<file path="src/rtl/rr_mux_arb_pkg.sv">
// Shared width helper for parametrised arbiters: index width for an N-entry
// selection, never narrower than one bit.
package rr_mux_arb_pkg;

  function automatic int clog2_w(input int n);
    return (n < 2) ? 1 : $clog2(n);
  endfunction

endpackage

</file>
<file path="src/rtl/rr_mux_arb_arbiter.sv">
// Combinational round-robin arbiter: the first requester at or after ptr
// (wrapping at N) wins. Outputs a one-hot grant and its binary index.
module rr_arbiter
  import rr_mux_arb_pkg::*;
#(
  parameter  int N  = 4,
  localparam int SW = clog2_w(N)
) (
  input  logic [N-1:0]  req,
  input  logic [SW-1:0] ptr,
  output logic [N-1:0]  gnt,
  output logic [SW-1:0] gnt_idx
);

  logic w_found;

  always_comb begin
    w_found = 1'b0;
    gnt_idx = '0;
    for (int i = 0; i < N; i++) begin
      if (!w_found && req[(int'(ptr) + i) % N]) begin
        w_found = 1'b1;
        gnt_idx = SW'((int'(ptr) + i) % N);
      end
    end
  end

  assign gnt = w_found ? (N'(1) << gnt_idx) : '0;

endmodule

</file>
<file path="src/rtl/rr_mux_arb.sv">
// N:1 registered mux with round-robin arbitration. Valid/ready on both sides:
// a transfer happens on any edge where valid and ready are both high.
module rr_mux_arb
  import rr_mux_arb_pkg::*;
#(
  parameter  int N  = 4,
  parameter  int W  = 8,
  localparam int SW = clog2_w(N)
) (
  input  logic           clk,
  input  logic           rst,
  input  logic [N-1:0]   in_valid,
  input  logic [N*W-1:0] in_data,
  output logic [N-1:0]   in_ready,
  output logic           out_valid,
  output logic [W-1:0]   out_data,
  output logic [SW-1:0]  out_sel,
  input  logic           out_ready,
  output logic [SW-1:0]  dbg_ptr
);

  logic          r_out_valid;
  logic [W-1:0]  r_out_data;
  logic [SW-1:0] r_out_sel;
  logic [SW-1:0] r_ptr;

  logic          w_load_en;
  logic          w_any;
  logic [N-1:0]  w_gnt;
  logic [SW-1:0] w_gnt_idx;
  logic [W-1:0]  w_sel_data;

  rr_arbiter #(.N(N)) u_arb (
    .req     (in_valid),
    .ptr     (r_ptr),
    .gnt     (w_gnt),
    .gnt_idx (w_gnt_idx)
  );

  assign w_load_en = !r_out_valid || out_ready;
  assign w_any     = |in_valid;
  // A stalled or resetting block offers no grant, so arbitration is frozen.
  assign in_ready  = (w_load_en && !rst) ? w_gnt : '0;

  always_comb begin
    w_sel_data = '0;
    for (int i = 0; i < N; i++) begin
      if (w_gnt_idx == SW'(i)) w_sel_data = in_data[i*W +: W];
    end
  end

  always_ff @(posedge clk) begin
    if (rst) begin
      r_out_valid <= 1'b0;
      r_out_data  <= '0;
      r_out_sel   <= '0;
      r_ptr       <= '0;
    end else if (w_load_en) begin
      if (w_any) begin
        r_out_valid <= 1'b1;
        r_out_data  <= w_sel_data;
        r_out_sel   <= w_gnt_idx;
        r_ptr       <= (w_gnt_idx == SW'(N - 1)) ? '0 : w_gnt_idx + 1'b1;
      end else begin
        r_out_valid <= 1'b0;
      end
    end
  end

  assign out_valid = r_out_valid;
  assign out_data  = r_out_data;
  assign out_sel   = r_out_sel;
  assign dbg_ptr   = r_ptr;

endmodule

</file>
<file path="config.mk">
export PLATFORM = sky130hd
export DESIGN_NAME = rr_mux_arb
export DESIGN_NICKNAME = d
export VERILOG_FILES = /design/src/rtl/rr_mux_arb_pkg.sv /design/src/rtl/rr_mux_arb_arbiter.sv /design/src/rtl/rr_mux_arb.sv
export SDC_FILE = /design/constraint.sdc
export NUM_CORES = 1
export LEC_CHECK = 0
export BUFFER_PORTS_ARGS = -buffer_cell sky130_fd_sc_hd__buf_2
export CORE_MARGIN = 2
export CORE_UTILIZATION = 30
export DETAILED_ROUTE_END_ITERATION = 10
export SYNTH_ARGS = -nofsm -noshare
export SYNTH_HDL_FRONTEND = slang
export SYNTH_SLANG_ARGS = --single-unit
</file>
<file path="constraint.sdc">
create_clock -name clk -period 5.6 [get_ports clk]
set_clock_uncertainty 0.2 [all_clocks]
set_input_delay 1.68 -clock clk [delete_from_list [all_inputs] [get_ports clk]]
set_output_delay 1.68 -clock clk [all_outputs]
set_load 0.02 [all_outputs]
</file>
==> results.toml, run 1 <==
[critical_path]
crit_path_end_kind = "primary output"
crit_chain = "buf_2 > mux2i_1 > nor2_1 > nor3_1 > ha_1 > and2_1 > buf_2"
endpoint = "in_ready[3]"
cp_slowest_cell = "ha_1"
critPathLaunch = "in_valid[2]"
crit_cells = 7
r2r_start = "dbg_ptr[1]$_SDFFE_PP0P_"
crit_family = "simple AND/OR/NAND/NOR gates"
path_max_fanout = 17
crit_top_cell = "buf_2"
cp_num_buf_inv = 2
worst-setup-path-type = "in2out"
r2r_cells = 9
critPathLaunchType = "input pin"
cp.arrival_ns = 3.33
max_stage_delay_ns = 0.59
rr_endpoint = "out_data[4]$_SDFFE_PP0P_"
required_ns = 3.72
ff2ff_setup_slack_ns = 3.00

[floorplanning]
die_y_um = 59.3
dieArea_um2 = 3520
pin_count = 56
start_util_pct = 30.8
die_x_um = 59.3
rows = 20
core_um2 = 2980

[yosys]
ys_seq_elements = 13
synthesis.nets = 159
synthesis.area_um2 = 918
seq_area_frac_synth_pct = 28.3
syn_inst = 116
yosys.area.top_type_share_pct = 28.3
syn_area_per_cell_um2 = 7.92
synth_warnings = 0
synth.area.top_cells = "dfxtp_1, a21oi_1, a221oi_1"
synth_cell_types = 26
synth_largest_area_cell = "dfxtp_1"

[drt]
via_count = 1021
wl_um = 2640
vias_per_cell = 5.08
wl_per_cell_um = 13.2
drt_pass1_iterations = 4
drt_iter0_markers = 25
route.detailed.drc = 0
antenna_left = 0

[timing]
tightest_slew_ns = 0.711
setup_viol = 0
relSlewSlack_pct = 52.6
hold_viol_final = 0
fmax_mhz = 192
rsz0062_at_grt = "false"
tns_ns = 0
period_share_pct = 93.0
period_needed_ns = 5.21
final_max_slew_viol_count = 0

[placed_design]
io_buffers = 55
post-dp-hpwl_um = 2000
gp_congestion = 0.786

[layout]
multi_input_area_um2 = 572
nNetsFinal = 212
drive_gt1_share_pct = 41.1
n_antenna_cell = 0
regArea_um2 = 260
fill_cells = 324
area_growth_syn_to_layout_pct = 33.7

[pwr]
fin_total_pwr_mw = 0.324
powerDensity_nw_per_um2 = 264
leakage_nw = 0.603
irDropWorstVdd_v = 0.000124

[cts]
clock_path_buffers = 2
clock-sinks = 13
cts.hold.buffers_added = 0
cts_setup_buffers = 0
clkLatencyLatePin_ns = 0.28
cts_buffers = 3
cts_tree = "done"
cts_resized = 0
path_clk_slew_ns = 0.08
cts_htree_levels = 1
clock-root-buffer = "clkbuf_4"

[global_route]
grt_max_degree = 18
grt_usage_pct = 15.8
antenna_found_initial = 0
grt_pass1_vias = 983
overflow = 0
grt_pass1_wl_um = 4170

[run_status]
status = "completed"

[min_path]
hp-class = "reg2reg"
holdPathStages = 2

[run]
drv_cap = 0
metal layers:
metal  share of wire (%)  wire [um]  GRT usage (%)
met5                   0          0              0
met4                0.15          4           2.92
met3                 5.7        151           5.24
met2                  53       1410           29.4
met1                  41       1080           17.4
how the worst min path moves through the flow:
stage                         endpoint                    start  slack (ns)
4_1_cts        out_sel[0]$_SDFFE_PP0P_  out_sel[0]$_SDFFE_PP0P_        0.28
3_5_place_dp   out_sel[0]$_SDFFE_PP0P_  out_sel[0]$_SDFFE_PP0P_        0.27
2_1_floorplan  out_sel[0]$_SDFFE_PP0P_  out_sel[0]$_SDFFE_PP0P_        0.35
6_report       out_sel[0]$_SDFFE_PP0P_  out_sel[0]$_SDFFE_PP0P_        0.28
5_1_grt        out_sel[0]$_SDFFE_PP0P_  out_sel[0]$_SDFFE_PP0P_        0.31
3_3_place_gp   out_sel[0]$_SDFFE_PP0P_  out_sel[0]$_SDFFE_PP0P_        0.25
metrics by stage:
stage | setup slack (ns) | hold WS [ns] | instances | util (%) | instance area, um^2
floorplan | 0.608 | 0.346 | 116 | - | 918
global placement | 0.496 | 0.255 | 197 | 40.3 | 1200
detailed placement | 0.430 | 0.266 | 197 | 40.3 | 1200
CTS | 0.384 | 0.280 | 201 | 41.2 | 1230
global route | 0.232 | 0.312 | 201 | 41.2 | 1230
finish | 0.391 | 0.279 | 201 | 41.2 | 1230
power breakdown:
| part | total, mW | leakage [nW] | internal [mW] | switching, mW |
|---|---|---|---|---|
| sequential | 0.114 | 0.108 | 0.106 | 0.00851 |
| clock | 0.0604 | 0.0150 | 0.0277 | 0.0327 |
| combinational | 0.149 | 0.480 | 0.0631 | 0.0860 |
| total | 0.324 | 0.603 | 0.196 | 0.127 |
cells by family after synthesis:
family / after synthesis / share of synthesized area, %
simple gates: 42 / 28.5
compound gates: 36 / 27.2
buf+inv: 20 / 9.40
flops: 13 / 28.3
fa+ha+maj: 4 / 5.45
mux: 1 / 1.09
cell usage in the layout, fill, tap and decap left out, types with 5 or more instances in the layout:
cell | synthesis | routed
a211oi_1 | 8 | 8
a21oi_1 | 15 | 15
inv_1 | 12 | 12
dfxtp_1 | 13 | 13
buf_2 | 3 | 55
nor3_2 | 5 | 5
nor2_1 | 11 | 11
nand3b_1 | 9 | 9
nand2_1 | 5 | 5
a221oi_1 | 8 | 8
Yosys cell counts:
cell type and instances:
mux2i_1 1, o21a_1 1, o31ai_1 1, a21o_4 1, o22ai_1 1, nor3_2 5, buf_6 1, nand3b_1 9
nor4_2 1, a221oi_1 8, clkbuf_1 1, or4_4 1, buf_2 3, nand2b_1 1, ha_1 4, and2_4 1
nor3_1 4, dfxtp_1 13, inv_1 12, a21oi_1 15, nor2_1 11, buf_1 3, nand2_1 5, a211oi_1 8
a21oi_2 1, and2_1 4
area by class of cell:
class                           count  share of cell area [%]
Clock buffer                        4                    2.14
Inverter                           12                    3.67
Multi-Input combinational cell     83                    46.6
Sequential cell                    13                    21.2
Tap cell                           33                    3.36
Timing Repair Buffer               56                    23.0
tightest hold or removal path, delay by kind of cell, from the launching register on:
kind	cells	cell delay (ns)
and+or+nand+nor	1	0.07
DFF	1	0.32
AOI/OAI and AO/OA	1	0.05
registers in the layout, indices dropped and copies added, names as in the netlist:
name	count
out_data	8
dbg_ptr	2
out_sel	2
out_valid	1
Note: power is estimated with default switching activity, not from simulation.
==> run 2, diff against run 1 <==
CORE_UTILIZATION = 45   (was 30)
PLACE_DENSITY = 0.83   (was not set)
==> run 2 against run 1 <==
First-iteration DRC count shrank 48%. Critical path depth is the same. Sequential power hardly changed. Total power down 1.3%. Die area down 31%. Final cell count down 3.0%. Critical endpoint unchanged. Largest power group unchanged. Highest routed layer unchanged.
==> results.toml, run 2 (synthesis gave the netlist of run 1 again) <==
[timing]
period_needed_ns = 5.19
hold_viol_final = 0
tightest_slew_ns = 0.686
final_max_slew_viol_count = 0
tns_ns = 0
relSlewSlack_pct = 54.2
fmax_mhz = 193
rsz0062_at_grt = "false"
setup_viol = 0
period_share_pct = 92.7

[critical_path]
crit_top_cell = "buf_2"
path_max_fanout = 17
crit_chain = "buf_2 > mux2i_1 > nor2_1 > nor3_1 > ha_1 > and2_1 > buf_2"
critPathLaunchType = "input pin"
crit_path_end_kind = "primary output"
cp_num_buf_inv = 2
cp_slowest_cell = "ha_1"
cp.arrival_ns = 3.31
crit_family = "simple AND/OR/NAND/NOR gates"
max_stage_delay_ns = 0.58
worst-setup-path-type = "in2out"
required_ns = 3.72
ff2ff_setup_slack_ns = 3.00

[run]
drv_cap = 0

[drt]
antenna_left = 0
route.detailed.drc = 0
wl_per_cell_um = 12.3
wl_um = 2390
drt_pass1_iterations = 4
vias_per_cell = 5.30
drt_iter0_markers = 13
via_count = 1034

[cts]
cts_setup_buffers = 0
path_clk_slew_ns = 0.07
cts_htree_levels = 1
clock-sinks = 13
clock-root-buffer = "clkbuf_4"
cts_buffers = 3
cts.hold.buffers_added = 0
cts_resized = 0
cts_tree = "done"
clock_path_buffers = 2
clkLatencyLatePin_ns = 0.28

[placed_design]
gp_congestion = 0.873
post-dp-hpwl_um = 1860
io_buffers = 55
place_area_um2 = 1190
dp_cells = 191

[layout]
area_growth_syn_to_layout_pct = 32.8
final_area_um2 = 1220
final_cell_mix = "buf_2, a21oi_1, dfxtp_1"
largest_register_ffs = 8
nNetsFinal = 212
n_antenna_cell = 0
layout.cells.most_common = "buf_2"
stdcell_count = 195
drive_gt1_share_pct = 41.1
fill_cells = 187

[floorplanning]
dieArea_um2 = 2420
core_um2 = 1940
die_x_um = 49.2
die_y_um = 49.2
pin_count = 56
start_util_pct = 47.3
rows = 16

[pwr]
powerDensity_nw_per_um2 = 262
irDropWorstVdd_v = 0.000187
fin_total_pwr_mw = 0.319
leakage_nw = 0.603

[global_route]
antenna_found_initial = 0
grt_pass1_wl_um = 4120
grt_max_degree = 18
grt_pass1_vias = 1000
grt_usage_pct = 21.7
overflow = 0

[run_status]
status = "completed"

[min_path]
hp-class = "reg2reg"
run 2: metal layers:
metal | vias to the layer above | part of all wire [%] | global-route usage [%]
met2 | 36 | 51 | 38.1
li1 | 519 | - | -
met3 | 6 | 5.4 | 6.44
met1 | 473 | 42 | 24.2
met5 | - | 0 | 0
met4 | 0 | 1.5 | 8.57
run 2: path summary, 6_finish.rpt:
path / from / depth (start not counted) / endpoint
hold reg to reg: out_sel[0]$_SDFFE_PP0P_ / 2 / out_sel[0]$_SDFFE_PP0P_
setup / recovery: in_valid[2] / 7 / in_ready[3]
setup reg to reg: dbg_ptr[1]$_SDFFE_PP0P_ / 9 / out_data[2]$_SDFFE_PP0P_
hold / removal: out_sel[0]$_SDFFE_PP0P_ / 2 / out_sel[0]$_SDFFE_PP0P_
run 2: tightest hold or removal path, delay by kind of cell (launching register included):
kind	cells	cell delay, ns
flops	1	0.31
compound gates	1	0.05
simple gates	1	0.07
run 2: through the flow:
stage	worst slack [ns]	hold slack, ns	utilization (%)
3_5_place_dp	0.467	0.276	61.5
5_1_grt	0.212	0.330	62.8
4_1_cts	0.455	0.287	62.8
3_3_place_gp	0.524	0.259	61.5
2_1_floorplan	0.608	0.346	-
6_report	0.407	0.283	62.8
run 2: where the power goes:
group          internal [mW]  total (mW)  switching, mW
Sequential             0.106       0.114        0.00830
Clock                 0.0276      0.0582         0.0305
Combinational         0.0631       0.147         0.0842
run 2: layout make-up:
cell class	count	area, um^2	share of cell area (%)
flip-flops and latches	13	260	21.3
repair buffers	56	283	23.2
inverters	12	45.0	3.69
clock buffers	4	26.3	2.15
well taps	27	33.8	2.77
multi-input cells	83	572	46.9
